`config.mk`:
```
export PLATFORM = sky130hd
export DESIGN_NAME = bin_to_bcd_seq
export DESIGN_NICKNAME = d
export VERILOG_FILES = /design/src/rtl/bin_to_bcd_seq.sv
export SDC_FILE = /design/constraint.sdc
export NUM_CORES = 1
export LEC_CHECK = 0
export CORE_UTILIZATION = 48
export DETAILED_ROUTE_END_ITERATION = 8
export PLACE_DENSITY = 0.76
export SYNTH_ARGS = -nofsm -noshare
export SYNTH_HDL_FRONTEND = slang
export SYNTH_SLANG_ARGS = --single-unit
```
`constraint.sdc`:
```
create_clock -name clk -period 2.2 [get_ports clk]
set_clock_uncertainty 0.1 [all_clocks]
set_input_delay 0.66 -clock clk [delete_from_list [all_inputs] [get_ports clk]]
set_output_delay 0.66 -clock clk [all_outputs]
set_load 0.005 [all_outputs]
```
`src/rtl/bin_to_bcd_seq.sv`:
```
// Sequential double-dabble binary-to-BCD converter with valid/ready handshakes.
// Display outputs update only when a conversion completes and saturate on overflow.
module bin_to_bcd_seq #(
    parameter int IN_W  = 16,
    parameter int N_DIG = 5
) (
    input  logic                 clk,
    input  logic                 rst,
    input  logic [IN_W-1:0]      bin_in,
    input  logic                 in_valid,
    output logic                 in_ready,
    output logic [4*N_DIG-1:0]   bcd_out,
    output logic [15:0]          disp_out,
    output logic                 ovf,
    output logic                 out_valid,
    input  logic                 out_ready
);

    localparam int CNT_W = $clog2(IN_W + 1);

    typedef enum logic [1:0] {IDLE, SHIFT, DONE} state_t;

    state_t               state_q, state_d;
    logic [IN_W-1:0]      shreg_q, shreg_d;
    logic [4*N_DIG-1:0]   scr_q, scr_d;
    logic [CNT_W-1:0]     cnt_q, cnt_d;
    logic [4*N_DIG-1:0]   bcd_q, bcd_d;
    logic [15:0]          disp_q, disp_d;
    logic                 ovf_q, ovf_d;

    logic [4*N_DIG-1:0]   scr_corr;
    logic [4*N_DIG-1:0]   scr_shift;
    logic [IN_W-1:0]      sh_shift;
    logic                 ovf_calc;

    always_ff @(posedge clk or negedge rst) begin
        if (!rst) begin
            state_q <= IDLE;
            shreg_q <= '0;
            scr_q   <= '0;
            cnt_q   <= '0;
            bcd_q   <= '0;
            disp_q  <= '0;
            ovf_q   <= 1'b0;
        end else begin
            state_q <= state_d;
            shreg_q <= shreg_d;
            scr_q   <= scr_d;
            cnt_q   <= cnt_d;
            bcd_q   <= bcd_d;
            disp_q  <= disp_d;
            ovf_q   <= ovf_d;
        end
    end

    always_comb begin
        // Every digit is corrected from the same pre-shift scratch value.
        scr_corr = scr_q;
        for (int unsigned i = 0; i < N_DIG; i++) begin
            if (scr_q[4*i +: 4] >= 4'd5) begin
                scr_corr[4*i +: 4] = scr_q[4*i +: 4] + 4'd3;
            end
        end
        {scr_shift, sh_shift} = {scr_corr[4*N_DIG-2:0], shreg_q, 1'b0};

        ovf_calc = 1'b0;
        for (int unsigned i = 4; i < N_DIG; i++) begin
            if (scr_shift[4*i +: 4] != 4'd0) begin
                ovf_calc = 1'b1;
            end
        end
    end

    always_comb begin
        state_d = state_q;
        shreg_d = shreg_q;
        scr_d   = scr_q;
        cnt_d   = cnt_q;
        bcd_d   = bcd_q;
        disp_d  = disp_q;
        ovf_d   = ovf_q;

        unique case (state_q)
            IDLE: begin
                if (in_valid) begin
                    shreg_d = bin_in;
                    scr_d   = '0;
                    cnt_d   = CNT_W'(IN_W);
                    state_d = SHIFT;
                end
            end
            SHIFT: begin
                shreg_d = sh_shift;
                scr_d   = scr_shift;
                cnt_d   = cnt_q - CNT_W'(1);
                if (cnt_q == CNT_W'(1)) begin
                    bcd_d   = scr_shift;
                    ovf_d   = ovf_calc;
                    disp_d  = ovf_calc ? 16'h9999 : scr_shift[15:0];
                    state_d = DONE;
                end
            end
            DONE: begin
                if (out_ready) begin
                    state_d = IDLE;
                end
            end
            default: state_d = IDLE;
        endcase
    end

    assign in_ready  = (state_q == IDLE);
    assign out_valid = (state_q == DONE);
    assign bcd_out   = bcd_q;
    assign disp_out  = disp_q;
    assign ovf       = ovf_q;

endmodule

```
==> flow_summary.json, run 1 <==
{
  "status": "completed",
  "yosys.cell_types.count": 32,
  "detail_route.drc_violations": 0,
  "clk-insertion-delay-late_ps": 350,
  "num_antenna_cells": 0,
  "dr_total_vias": 2950,
  "syn_inst": 380,
  "initial_utilization_pct": 50.4,
  "totalWireLength_um": 8030,
  "detail_route.iter0.violations": 147,
  "cp.required_ps": 2320,
  "synth_fa_ha_area_share_pct": 4.07,
  "dp_hpwl_um": 5680,
  "die_w_um": 89.7,
  "path_clk_slew_ps": 70,
  "first_pass_grt_wire_length_um": 14000,
  "cts.sinks": 80,
  "drt_first_pass_iters": 4,
  "total_overflow_reported_by_the_global_router": 0,
  "rsz0062_at_grt": "true",
  "timing.fmax_ghz": 0.473,
  "crit_path_max_fo": 8,
  "synth_compound_gate_area_share_pct": 17.9,
  "synthesis.yosys.warnings": 0,
  "power_density_mw_per_mm2": 1360,
  "syn_nets": 412,
  "cts_tree": "built",
  "reg2reg_depth": 6,
  "vias_in_the_first_global_route": 2971,
  "core_area_mm2": 0.00733,
  "setup_viol_count_final": 0,
  "ys_seq_area_share_pct": 54.2,
  "netlist_area_before_placement_mm2": 0.00369,
  "criticalPathCategory": "register to register",
  "port_buffers": 58,
  "crit_path_start_kind": "register",
  "chipHeight_um": 89.7,
  "top_level_ports": 59,
  "worst_hold_slack_ps": 185,
  "wire_per_inst_um": 14.5,
  "finalHoldViolCount": 0,
  "placementRows": 31,
  "cts_root_buf": "sky130_fd_sc_hd__clkbuf_8",
  "global_route_total_usage_across_every_layer_pct": 21.5,
  "synth_top_family_by_area": "compound AO/OA/AOI/OAI gates",
  "area_delta_synth_final_pct": 28.4,
  "antenna_violating_nets_post_route": 0,
  "cts-buffers-inserted": 9,
  "static-leakage-power_uw": 0.00209,
  "synth.mux.area_fraction_pct": 1.52,
  "commonest_cells_after_routing_fill_and_taps_aside": "sky130_fd_sc_hd__dfrtp_1, sky130_fd_sc_hd__nand2_1, sky130_fd_sc_hd__o21ai_0, sky130_fd_sc_hd__clkdlybuf4s50_1, sky130_fd_sc_hd__a21oi_1",
  "antenna_found_initial": 0,
  "dieArea_mm2": 0.00805,
  "avgViaCountPerCell": 5.33,
  "vdd_ir_drop_max_v": 0.000524,
  "net_total_in_the_final_layout": 482,
  "final_common_cell": "sky130_fd_sc_hd__dfrtp_1",
  "post_synthesis_mean_instance_area_um2": 9.72,
  "maximum_number_of_pins_on_one_net_before_global_route_repair": 41,
  "holdBufCountCts": 0,
  "worst_slew_margin_rel_pct": 64.8,
  "ys_ff_latch": 80,
  "drv.max_cap_violation_count": 0,
  "finalCritPeriodShare_pct": 96.2,
  "drive_above_1_share_pct": 11.2,
  "hold_path.class": "input pin to async pin",
  "setup.worst_path.end_class": "register",
  "slew_at_the_pin_closest_to_its_max_slew_limit_ps": 528,
  "slew_viol_final": 0,
  "cp_data_arrival_time_ps": 2240,
  "htreeDepth": 3,
  "synth_simple_gate_area_share_pct": 17.8,
  "gpl.final_weighted_congestion": 0.820,
  "clock_path_buffers": 2,
  "final_core_utilization_pct": 64.7,
  "synth_xor_xnor_area_share_pct": 1.42,
  "min_period_ps": 2120
}
[sequential cells by signal, summed over array words and instances, names as in the netlist]
| signal | cells |
|---|---|
| state_q | 2 |
| ovf | 1 |
| disp_out | 16 |
| scr_q | 20 |
| bcd_out | 20 |
| cnt_q | 5 |
| shreg_q | 16 |
[through the flow]
step | setup TNS, ps | setup WS [ps] | power, uW | area, um^2 | instances
after CTS | 0 | 24.2 | 6410 | 4680 | 550
after floorplan | 0 | 146 | 4010 | 3690 | 380
after global routing | -65.4 | -22.2 | 6920 | 4740 | 553
after detailed placement | 0 | 6.89 | 5260 | 4460 | 533
after global placement | 0 | 63.7 | 5110 | 4460 | 533
final | 0 | 84.1 | 6440 | 4740 | 553
[final cells by class]
| class | instances | area [um^2] |
|---|---|---|
| clock inverters | 4 | 70.1 |
| repair buffers | 77 | 751 |
| inverters | 13 | 48.8 |
| flip-flops and latches | 80 | 2000 |
| multi-input cells | 269 | 1610 |
| clock buffers | 11 | 131 |
| well taps | 99 | 124 |
| fillers | 568 | 2590 |
[kinds of logic after synthesis]
| logic type | Yosys count |
|---|---|
| simple gates | 130 |
| compound gates | 116 |
| flops | 80 |
| buf+inv | 31 |
| fa+ha+maj | 12 |
| xor+xnor | 6 |
| mux | 5 |
[worst max-delay path, stage by stage (launching register included)]
cell and delay [ps]:
sky130_fd_sc_hd__dfrtp_1 400, sky130_fd_sc_hd__inv_2 90, sky130_fd_sc_hd__ha_4 130, sky130_fd_sc_hd__or4b_4 470, sky130_fd_sc_hd__a2111oi_4 310, sky130_fd_sc_hd__o2111a_2 390
sky130_fd_sc_hd__a21oi_1 110
[synthesized netlist by cell type (all sizes together)]
cell	number	area [um^2]
nand2	70	263
inv	13	48.8
ha	12	150
o22a	1	8.76
a32o	1	10.0
o211ai	1	7.51
and2	1	6.26
xnor2	6	52.6
nand2b	7	43.8
and3b	15	131
buf	1	3.75
nor2	14	52.6
or3b	1	8.76
or4	1	8.76
nor3b	8	60.1
or4b	1	13.8
dfrtp	80	2000
nand3	5	25.0
nor4b	2	17.5
o21ai	71	355
a22o	1	8.76
a21oi	36	180
clkbuf	17	63.8
o2111a	1	12.5
o2111ai	1	26.3
nor2b	1	6.26
mux2	5	56.3
nor3	4	20.0
a2111oi	2	42.5
o21bai	1	7.51
[power breakdown]
group          internal (uW)  leakage (uW)  switching, uW
sequential              2070       0.00102            488
clock                    630      0.000103            502
combinational           1380      0.000969           1370
[layer usage]
metal | vias up | part of all wire (%) | GRT usage (%)
met3 | 8 | 4.3 | 3.05
met1 | 1408 | 44 | 27.8
met2 | 79 | 50 | 36.3
li1 | 1455 | - | -
met4 | 0 | 1.2 | 8.74
met5 | - | 0 | 0
[what timing repair did]
| action | 4_1_cts | 5_1_grt |
|---|---|---|
| cloned | 0 | 0 |
| pin swaps | 1 | 0 |
| buffers inserted | 2 | 3 |
| endpoints found under the setup margin | 9 | 14 |
| gates resized for setup | 2 | 8 |
[final timing paths]
kind | startpoint | to | slack (ps)
setup / recovery | cnt_q[1]$_DFFE_PN0P_ | disp_out[7]$_DFFE_PN0P_ | 80
hold / removal | rst | bcd_out[14]$_DFFE_PN0P_ | 190
setup reg to reg | cnt_q[1]$_DFFE_PN0P_ | disp_out[7]$_DFFE_PN0P_ | 80
hold reg to reg | bcd_out[0]$_DFFE_PN0P_ | bcd_out[0]$_DFFE_PN0P_ | 380
max in group asynchronous | rst | shreg_q[14]$_DFFE_PN0P_ | 1250
min in group clk | bcd_out[0]$_DFFE_PN0P_ | bcd_out[0]$_DFFE_PN0P_ | 380
Power figures use the tool's default switching activity.
==> run 2: changes to the inputs <==
--- a/config.mk
+++ b/config.mk
@@ -5,9 +5,9 @@
 export SDC_FILE = /design/constraint.sdc
 export NUM_CORES = 1
 export LEC_CHECK = 0
-export CORE_UTILIZATION = 48
+export CORE_UTILIZATION = 55
 export DETAILED_ROUTE_END_ITERATION = 8
-export PLACE_DENSITY = 0.76
+export PLACE_DENSITY = 0.82
 export SYNTH_ARGS = -nofsm -noshare
 export SYNTH_HDL_FRONTEND = slang
 export SYNTH_SLANG_ARGS = --single-unit
==> constraint.sdc (replaced) <==
create_clock -name clk -period 2.6 [get_ports clk]
set_clock_uncertainty 0.1 [all_clocks]
set_input_delay 0.78 -clock clk [delete_from_list [all_inputs] [get_ports clk]]
set_output_delay 0.78 -clock clk [all_outputs]
set_load 0.005 [all_outputs]
==> run 2 against run 1 <==
Against the previous run: critical endpoint is now out_valid; the run now ends with DRC left; cell count shrank 5.4%; combinational power shrank 20%; register-to-register slack gained 260 ps; sequential share of layout area grew 1.5 points; via count shrank 1.2%.
==> flow_summary.json, run 2 (same netlist as run 1, synthesis figures left out) <==
{
  "status": "finished with violations",
  "failed_checks": "DRC",
  "vdd_ir_drop_max_v": 0.000585,
  "totalWireLength_um": 7750,
  "cp_data_arrival_time_ps": 1610,
  "port_buffers": 58,
  "cts.sinks": 80,
  "drv.max_cap_violation_count": 0,
  "net_total_in_the_final_layout": 473,
  "slew_at_the_pin_closest_to_its_max_slew_limit_ps": 554,
  "num_antenna_cells": 0,
  "crit_path_max_fo": 11,
  "grt_most_used_layer": "met2",
  "holdBufCountCts": 0,
  "vias_in_the_first_global_route": 2895,
  "hold_path.class": "input pin to async pin",
  "top_level_ports": 59,
  "drive_above_1_share_pct": 8.97,
  "path_clk_slew_ps": 80,
  "min_period_ps": 2490,
  "total_overflow_reported_by_the_global_router": 0,
  "area_delta_synth_final_pct": 24.1,
  "criticalPathCategory": "register to output port",
  "met2_usage_pct": 40.4,
  "antenna_violating_nets_post_route": 0,
  "timing.fmax_ghz": 0.401,
  "detail_route.iter0.violations": 159,
  "htreeDepth": 3,
  "grt_util_met3_pct": 4.55,
  "commonest_cells_after_routing_fill_and_taps_aside": "sky130_fd_sc_hd__dfrtp_1, sky130_fd_sc_hd__nand2_1, sky130_fd_sc_hd__o21ai_0, sky130_fd_sc_hd__clkdlybuf4s50_1, sky130_fd_sc_hd__a21oi_1",
  "crit_path_start": "state_q[0]$_DFFE_PN0P_",
  "core_area_mm2": 0.00642,
  "cts_tree": "built",
  "clock_path_buffers": 2,
  "endpoint_of_the_lowest_slack_register_to_register_path": "disp_out[0]$_DFFE_PN0P_",
  "final_core_utilization_pct": 71.3,
  "dr_total_vias": 2915,
  "slew_viol_final": 0,
  "grt_use_met1_pct": 31.6,
  "power_density_mw_per_mm2": 1140,
  "power_uw": 5240,
  "final_common_cell": "sky130_fd_sc_hd__dfrtp_1",
  "wire_per_inst_um": 14.8,
  "antenna_found_initial": 0,
  "setup.worst_path.end_class": "output port",
  "maximum_number_of_pins_on_one_net_before_global_route_repair": 55,
  "cts_root_buf": "sky130_fd_sc_hd__clkbuf_8",
  "dp_hpwl_um": 5510,
  "die_w_um": 84.0,
  "reg2reg_depth": 6,
  "setup_viol_count_final": 0,
  "rsz0062_at_grt": "false",
  "fin_tns_setup_ps": 0,
  "critical_path.reg2reg.startpoint": "cnt_q[1]$_DFFE_PN0P_",
  "chipHeight_um": 84.0,
  "r2r_slack_ps": 340,
  "avgViaCountPerCell": 5.57,
  "finalCritPeriodShare_pct": 95.9,
  "cts-buffers-inserted": 9,
  "drt_first_pass_iters": 7,
  "global_route_total_usage_across_every_layer_pct": 24.5,
  "crit_path_start_kind": "register",
  "finalHoldViolCount": 0,
  "clk-insertion-delay-late_ps": 350,
  "initial_utilization_pct": 57.5,
  "worst_slew_margin_rel_pct": 63.0,
  "gpl.final_weighted_congestion": 0.817,
  "placementRows": 29,
  "first_pass_grt_wire_length_um": 13600,
  "cp.required_ps": 1720,
  "dieArea_mm2": 0.00705,
  "detail_route.drc_violations": 12,
  "static-leakage-power_uw": 0.00201
}
-- run 2: metrics by stage --
step | worst slack (ps) | hold WS [ps] | instance area, um^2 | cells
2_1_floorplan | 546 | 350 | 3690 | 380
3_3_place_gp | 445 | 361 | 4390 | 507
3_5_place_dp | 356 | 369 | 4390 | 507
4_1_cts | 84.1 | 245 | 4580 | 523
5_1_grt | 21.2 | 264 | 4580 | 523
6_report | 105 | 237 | 4580 | 523
-- run 2: how the worst max path moves through the flow --
stage,to,slack [ps],cells past startpoint
floorplan,disp_out[0]$_DFFE_PN0P_,550,6
global placement,cnt_q[4]$_DFFE_PN0P_,440,5
detailed placement,disp_out[0]$_DFFE_PN0P_,360,6
CTS,in_ready,80,2
global route,out_valid,20,3
finish,out_valid,110,3
-- run 2: routing by layer --
layer / vias to the layer above / wire (um)
li1: 1426 / -
met1: 1410 / 3580
met2: 66 / 3740
met3: 13 / 293
met4: 0 / 145
met5: - / 0
-- run 2: what timing repair did --
action | in CTS | in global routing
resized for setup | 0 | 1
setup endpoints to repair | 0 | 1
setup buffers | 0 | 0
endpoints found under the hold margin | 0 | 0
-- run 2: worst max-delay path: stages, from the launching register on --
cell and delay (ps):
sky130_fd_sc_hd__dfrtp_1 510, sky130_fd_sc_hd__nand2b_1 210, sky130_fd_sc_hd__inv_1 60, sky130_fd_sc_hd__clkdlybuf4s50_1 490
-- run 2: area by class of cell --
cell class | count | area [um^2]
clock inverters | 6 | 60.1
inverters | 13 | 48.8
fillers | 481 | 1840
clock buffers | 10 | 128
multi-input cells | 269 | 1580
flip-flops and latches | 80 | 2000
well taps | 77 | 96.3
repair buffers | 68 | 666
-- run 2: report_power, final --
group | total (uW) | switching, uW | leakage, uW | internal, uW
clock network | 886 | 447 | 0.0000920 | 439
registers | 2160 | 411 | 0.00102 | 1750
logic | 2190 | 1100 | 0.000902 | 1090
total | 5240 | 1960 | 0.00201 | 3280
==> run 3: changes to the inputs <==
--- a/config.mk
+++ b/config.mk
@@ -7,7 +7,7 @@
 export LEC_CHECK = 0
 export CORE_UTILIZATION = 55
 export DETAILED_ROUTE_END_ITERATION = 8
-export PLACE_DENSITY = 0.82
+export PLACE_DENSITY = 0.84
 export SYNTH_ARGS = -nofsm -noshare
 export SYNTH_HDL_FRONTEND = slang
 export SYNTH_SLANG_ARGS = --single-unit
==> run 3 against run 2 <==
Against the previous run: worst setup slack improved by 23 ps; the flow still finishes with violations (DRC); critical path depth unchanged; worst hold slack improved by 60 ps.
==> flow_summary.json, run 3 (same netlist as run 1, synthesis figures left out) <==
{
  "initial_utilization_pct": 57.5,
  "num_antenna_cells": 0,
  "path_clk_slew_ps": 80,
  "dr_total_vias": 2957,
  "finalHoldViolCount": 0,
  "crit_path_start_kind": "register",
  "static-leakage-power_uw": 0.00203,
  "crit_path_max_fo": 11,
  "holdBufCountCts": 0,
  "port_buffers": 58,
  "rsz0062_at_grt": "false",
  "cp_data_arrival_time_ps": 1590,
  "criticalPathCategory": "register to output port",
  "dp_hpwl_um": 5690,
  "cts-buffers-inserted": 9,
  "drv.max_cap_violation_count": 0,
  "slew_viol_final": 0,
  "global_route_total_usage_across_every_layer_pct": 24.3,
  "power.internal_uw": 3340,
  "final_common_cell": "sky130_fd_sc_hd__dfrtp_1",
  "drive_above_1_share_pct": 9.17,
  "power_switching_uw": 1980,
  "worst_slew_margin_rel_pct": 64.5,
  "die_w_um": 84.0,
  "avgViaCountPerCell": 5.64,
  "maximum_number_of_pins_on_one_net_before_global_route_repair": 43,
  "postLayoutSetupSlackWorst_ps": 128,
  "commonest_cells_after_routing_fill_and_taps_aside": "sky130_fd_sc_hd__dfrtp_1, sky130_fd_sc_hd__nand2_1, sky130_fd_sc_hd__o21ai_0, sky130_fd_sc_hd__clkdlybuf4s50_1, sky130_fd_sc_hd__a21oi_1",
  "clk-insertion-delay-late_ps": 360,
  "reg2reg_depth": 6,
  "cts_root_buf": "sky130_fd_sc_hd__clkbuf_8",
  "cts_setup_buffers": 0,
  "core_area_mm2": 0.00642,
  "combinational_group_share_of_total_power_pct": 41.7,
  "cts_resized": 0,
  "setup_viol_count_final": 0,
  "power_switching_share_pct": 37.3,
  "power_density_mw_per_mm2": 1160,
  "dieArea_mm2": 0.00705,
  "antenna_found_initial": 0,
  "finalCritPeriodShare_pct": 95.1,
  "fin_tns_setup_ps": 0,
  "slew_at_the_pin_closest_to_its_max_slew_limit_ps": 532,
  "sequential_cell_fraction_of_total_power_pct": 40.6,
  "critPathMaxStageDelay_ps": 490,
  "cts_tree": "built",
  "vias_in_the_first_global_route": 2921,
  "critical_path.reg2reg.startpoint": "cnt_q[1]$_DFFE_PN0P_",
  "status": "finished with violations",
  "top_level_ports": 59,
  "drt_first_pass_iters": 6,
  "detail_route.iter0.violations": 197,
  "r2r_slack_ps": 290,
  "placementRows": 29,
  "fillCellCount": 489,
  "min_period_ps": 2470,
  "hold_path.class": "input pin to async pin",
  "cp.required_ps": 1720,
  "slowest_stage": "sky130_fd_sc_hd__clkdlybuf4s50_1",
  "gpl.final_weighted_congestion": 0.780,
  "endpoint_of_the_lowest_slack_register_to_register_path": "disp_out[0]$_DFFE_PN0P_",
  "cts.sinks": 80,
  "net_total_in_the_final_layout": 474,
  "cp_cell_sequence": "nand2b_1, inv_1, clkdlybuf4s50_1",
  "clock_power_share_pct": 17.7,
  "first_pass_grt_wire_length_um": 13600,
  "chipHeight_um": 84.0,
  "timing.fmax_ghz": 0.405,
  "wire_per_inst_um": 15.1,
  "setup.worst_path.end_class": "output port",
  "antenna_violating_nets_post_route": 0,
  "area_delta_synth_final_pct": 24.7,
  "totalWireLength_um": 7910,
  "vdd_ir_drop_max_v": 0.000566,
  "detailedPlace.worstSlack_ps": 280,
  "clock_path_buffers": 2,
  "total_overflow_reported_by_the_global_router": 0,
  "detail_route.drc_violations": 10,
  "htreeDepth": 3,
  "failed_checks": "DRC"
}
-- run 3: area by class of cell --
class,instances,area (um^2),share of cell area [%]
tap,77,96.3,2.09
timing repair buffer,69,673,14.6
inverter,13,48.8,1.06
sequential,80,2000,43.5
multi-input combinational,269,1580,34.3
clock inverter,5,55.1,1.20
clock buffer,11,151,3.29
-- run 3: through the flow --
step	utilization (%)	total power (uW)	hold slack [ps]	instance area [um^2]	cells
finish	71.7	5320	297	4610	524
detailed placement	68.5	4400	366	4400	508
floorplan	-	3400	350	3690	380
global route	71.7	5710	336	4610	524
global placement	68.5	4250	359	4400	508
CTS	71.7	5340	303	4610	524
-- run 3: critical path, delay by kind of cell (launching register included) --
family | cells | cell delay, ps
buf+inv | 2 | 550
flops | 1 | 480
simple gates | 1 | 210
-- run 3: routing by layer --
metal | track usage (%) | vias to the layer above | routed length, um
li1 | - | 1435 | -
met1 | 30.4 | 1429 | 3460
met2 | 42.3 | 81 | 4020
met3 | 3.66 | 12 | 281
met4 | 10.0 | 0 | 142
met5 | 0 | - | 0
-- run 3: power groups by stage --
stage	clock, uW	sequential, uW	combinational (uW)
6_report	945	2160	2220
5_1_grt	1010	2230	2470
4_1_cts	954	2160	2230
3_5_place_dp	0	2180	2220
3_3_place_gp	0	2140	2110
2_1_floorplan	0	2100	1300
-- run 3: worst max path at each step --
stage | from | endpoint | slack, ps | cells past startpoint
2_1_floorplan | cnt_q[1]$_DFFE_PN0P_ | disp_out[0]$_DFFE_PN0P_ | 550 | 6
3_3_place_gp | cnt_q[1]$_DFFE_PN0P_ | disp_out[0]$_DFFE_PN0P_ | 430 | 6
3_5_place_dp | cnt_q[1]$_DFFE_PN0P_ | disp_out[0]$_DFFE_PN0P_ | 280 | 6
4_1_cts | state_q[0]$_DFFE_PN0P_ | in_ready | 100 | 2
5_1_grt | state_q[0]$_DFFE_PN0P_ | in_ready | 40 | 2
6_report | state_q[0]$_DFFE_PN0P_ | out_valid | 130 | 3
